File: src/rtl/pe_tap_sequencer.sv
// pe_tap_sequencer
// Initiator side of the PE operand interface. Takes (weight, image) pairs
// from a ready/valid stream and plays them into one PE, one tap at a time.
// Each tap loads the weight (LOADW) and then fires the image (FIRE).
// The PE's psum_out is fed back as the next psum_in, so the partial sum
// accumulates across TAPS taps. The finished Q7.8 dot product is then
// offered on a ready/valid result stream.
// The sequencer does no arithmetic of its own. acc is simply the last
// psum_out the PE produced, so any rounding or saturation is the PE's.

module pe_tap_sequencer #(
   parameter int TAPS  = 3,
   parameter int CNT_W = 8
) (
   input  logic             clk,
   input  logic             rst_n,
   input  logic             abort,
   input  logic             in_valid,
   output logic             in_ready,
   input  logic [15:0]      in_weight,
   input  logic [15:0]      in_image,
   output logic [15:0]      weight_val,
   output logic             weight_en,
   output logic [15:0]      image_val,
   output logic             image_en,
   output logic [15:0]      psum_in,
   input  logic [15:0]      psum_out,
   output logic             out_valid,
   input  logic             out_ready,
   output logic [15:0]      out_data,
   output logic [CNT_W-1:0] tap_cnt
);

   typedef enum logic [1:0] {
      ACCEPT,
      LOADW,
      FIRE,
      OUT
   } state_t;

   // Pre-increment tap count seen in FIRE on the last tap of a result
   localparam logic [CNT_W-1:0] LAST_TAP = CNT_W'(TAPS - 1);

   state_t      state;
   logic [15:0] w_hold;
   logic [15:0] i_hold;
   logic [15:0] acc;

   // Sequencer FSM: operand capture, per-tap load/fire, result hand-off.
   // Abort outranks every transition and discards the partial sum.
   always_ff @(posedge clk or negedge rst_n) begin
      if (!rst_n) begin
         state   <= ACCEPT;
         w_hold  <= '0;
         i_hold  <= '0;
         acc     <= '0;
         tap_cnt <= '0;
      end else if (abort) begin
         state   <= ACCEPT;
         acc     <= '0;
         tap_cnt <= '0;
      end else begin
         case (state)
            ACCEPT: begin
               if (in_valid) begin
                  w_hold <= in_weight;
                  i_hold <= in_image;
                  state  <= LOADW;
               end
            end
            LOADW: begin
               state <= FIRE;
            end
            FIRE: begin
               acc     <= psum_out;
               tap_cnt <= tap_cnt + CNT_W'(1);
               if (tap_cnt == LAST_TAP) begin
                  state <= OUT;
               end else begin
                  state <= ACCEPT;
               end
            end
            OUT: begin
               if (out_ready) begin
                  acc     <= '0;
                  tap_cnt <= '0;
                  state   <= ACCEPT;
               end
            end
            default: begin
               state <= ACCEPT;
            end
         endcase
      end
   end

   // Handshake and PE strobes decode straight from the state register.
   // in_ready is also gated by reset and by abort, so a pair offered while
   // either is active is never taken.
   assign in_ready   = rst_n && (state == ACCEPT) && !abort;
   assign weight_en  = (state == LOADW);
   assign weight_val = (state == LOADW) ? w_hold : 16'h0000;
   assign image_en   = (state == FIRE);
   assign image_val  = (state == FIRE) ? i_hold : 16'h0000;
   assign psum_in    = acc;
   assign out_valid  = (state == OUT);
   assign out_data   = (state == OUT) ? acc : 16'h0000;

endmodule

File: config.mk
export PLATFORM = sky130hd
export DESIGN_NAME = pe_tap_sequencer
export DESIGN_NICKNAME = d
export VERILOG_FILES = /design/src/rtl/pe_tap_sequencer.sv
export SDC_FILE = /design/constraint.sdc
export NUM_CORES = 1
export LEC_CHECK = 0
export BUFFER_PORTS_ARGS = -buffer_cell sky130_fd_sc_hd__buf_2
export CORE_MARGIN = 8
export CORE_UTILIZATION = 40
export CTS_CLUSTER_DIAMETER = 40
export DETAILED_ROUTE_END_ITERATION = 10
export PLACE_DENSITY = 0.69
export SYNTH_ARGS = -nofsm -noshare
export SYNTH_HDL_FRONTEND = slang
export SYNTH_SLANG_ARGS = --single-unit
File: constraint.sdc
create_clock -name clk -period 4.1 [get_ports clk]
set_clock_uncertainty 0.1 [all_clocks]
set_input_delay 0.205 -clock clk [delete_from_list [all_inputs] [get_ports clk]]
set_output_delay 0.205 -clock clk [all_outputs]
set_load 0.02 [all_outputs]
==> impl_metrics.ini <==
[route]
routed.top_layer = met4
wl_met2_mm = 3.094
vias = 2183
first_iter_violations = 38
ant_nets = 0
dr_wl_met3_um = 722
avgViaCountPerCell = 4.725
routedWlPerCell_um = 15.61
drc = 0
wl_mm = 7.211
drt-met1-wl_mm = 3.327
drtPass1Iterations = 4

[global_routing]
grt_pass1_wl_mm = 11.16
grt_max_degree = 59
overflow = 0
grt_pass1_vias = 2316
grtUsageTotal = 0.1374
antenna_found_initial = 0

[critical_path]
cp.required_ps = 3800
startpoint_type = flip-flop
criticalPathCategory = flip-flop to primary output
crit_family = simple AND/OR/NAND/NOR gates
worst_path_max_delay_cell = dfrtp_1
max_stage_delay_ps = 840
cp_max_fo = 28
cp.arrival_ps = 2330
path_cells = nor2b_1, and2_1, buf_2
cp-end-kind = primary output
crit_start = state[0]$_DFFE_PN0P_
worst-path-buf-inv = 1
r2r_start = state[0]$_DFFE_PN0P_
reg2reg_slack_ps = 1610

[timing]
maxSlewViolCount = 0
relSlewSlack = 0.2281
setup_tns_ps = 0
finalCriticalPeriod_ps = 2637
tightest_slew_ps = 1158
holdWs_ps = -6.709
rsz0062_at_grt = no
finalHoldViolations = 12
fmax_mhz = 379.3
post-route-period-util = 0.6431
setup_viol = 0

[power_and_ir_drop]
power.leakage_nw = 2.069
power_density_mw_per_mm2 = 377.9
ir_drop_v = 0.0001451

[logic_synthesis]
synth_fp_nets = 286
synth_cell_types = 35
syn_inst = 231
ys_seq_elements = 58
yosysWarnings = 0
syn_avg_cell_area_um2 = 12.59
synth-seq-area-share = 0.4989
netlist_area_mm2 = 0.002909

[floorplanning]
die_area_mm2 = 0.01026
die-height_um = 101.3
dieWidth_um = 101.3
ios = 129
core_area_mm2 = 0.007137
rows = 31
initial_core_util = 0.4076

[status]
outcome = finished with violations
failed_checks = hold timing

[clocking]
clk-insertion-delay-late_ps = 310
tritoncts = built
cts.sinks = 58
cts_setup_buffers = 0
h-tree-depth = 3
clk_pin_slew_ps = 60
cts_root_buf = clkbuf_8
clockBufferDepth = 2
cts_buffers = 9

[placement]
port_buffers = 128
gp_congestion = 0.8197
dpl.hpwl_mm = 5.140

[cells_and_area]
num_antenna_cells = 0
fin_nets = 415
final_common_cell = buf_2
drive_gt1_frac = 0.4986
syn_to_final_growth_pct = 28.77
final_util = 0.5249
layout_common_cells = 128 x buf_2, 58 x dfrtp_1, 36 x and2_1

[hold_path]
min_path_type = input pin to async pin

[run]
max-cap-violations = 0
==> per-layer routing <==
metal,track usage,up-vias
met4,0.05155,0
met1,0.1736,1016
met3,0.05567,8
met5,0,-
li1,-,1060
met2,0.2055,99
==> Yosys cell counts (all sizes together) <==
library cell	count	area, um2
nor2	2	7.510
nor3	2	21.27
nor4	1	6.260
o41ai	2	17.52
nand3	5	25.02
nor3b	1	7.510
a22oi	1	7.510
nand2b	2	12.51
nand3b	1	7.510
dfrtp	58	1451
inv	2	7.510
o21ai	5	25.02
mux2	33	484.2
buf	13	157.7
mux2i	1	10.01
a22o	16	140.1
clkbuf	4	15.01
and2	38	242.7
and2b	1	7.510
a21oi	7	38.79
a211oi	1	7.510
o22ai	1	6.260
or2	2	12.52
nand2	9	33.78
and3	18	112.6
ha	2	25.02
nor2b	3	18.77
==> power by group <==
part	internal, W	switching [W]
clock network	0.000261	0.000203
registers	0.000646	0.0000445
logic	0.000148	0.000113
total	0.00106	0.000361
==> stage by stage <==
stage / setup WS [ps] / power, W / cell area [um2] / std cells / hold WS, ps
after floorplan: 2496 / 0.0008846 / 2909 / 231 / -190.6
after global placement: 1704 / 0.0009537 / 3508 / 442 / 330.3
after detailed placement: 1587 / 0.0009601 / 3508 / 442 / 340.7
after CTS: 1387 / 0.001439 / 3746 / 462 / 0.1773
after global routing: 1261 / 0.001488 / 3746 / 462 / 0.7272
final: 1463 / 0.001416 / 3746 / 462 / -6.709
==> repair_timing <==
action                    4_1_cts  5_1_grt
resized for setup               0        0
hold buffers                    6        0
hold endpoints to repair        6        0
==> cells by family (layout without fill, tap and decap cells) <==
| family | after synthesis | count (layout) | share of synthesized area |
|---|---|---|---|
| AND/OR/NAND/NOR | 85 | 85 | 0.1772 |
| flip-flops | 58 | 58 | 0.4989 |
| multiplexers | 34 | 34 | 0.1699 |
| AO/OA/AOI/OAI | 33 | 33 | 0.08344 |
| buffers and inverters | 19 | 151 | 0.06193 |
| adder cells (fa/ha/maj) | 2 | 2 | 0.008601 |
==> state kept, by name (all words and copies together), names as in the netlist <==
register  cells
psum_in      16
tap_cnt       8
i_hold       16
state         2
w_hold       16
==> final cells by class <==
cell class / instances / area [um2]
Clock buffer: 12 / 165.2
Sequential cell: 58 / 1451
Timing Repair Buffer: 135 / 708.2
Clock inverter: 2 / 12.51
Fill cell: 661 / 3391
Inverter: 2 / 7.507
Multi-Input combinational cell: 154 / 1277
Tap cell: 99 / 123.9
==> worst paths after layout <==
path / to / depth (start not counted)
max: weight_val[15] / 3
min in group clk: w_hold[14]$_DFFE_PN0P_ / 2
max in group asynchronous: i_hold[3]$_DFFE_PN0P_ / 2
min reg2reg: i_hold[7]$_DFFE_PN0P_ / 1
max reg2reg: tap_cnt[4]$_DFFE_PN0P_ / 4
min: w_hold[5]$_DFFE_PN0P_ / 2
Note: power is estimated with default switching activity, not from simulation.
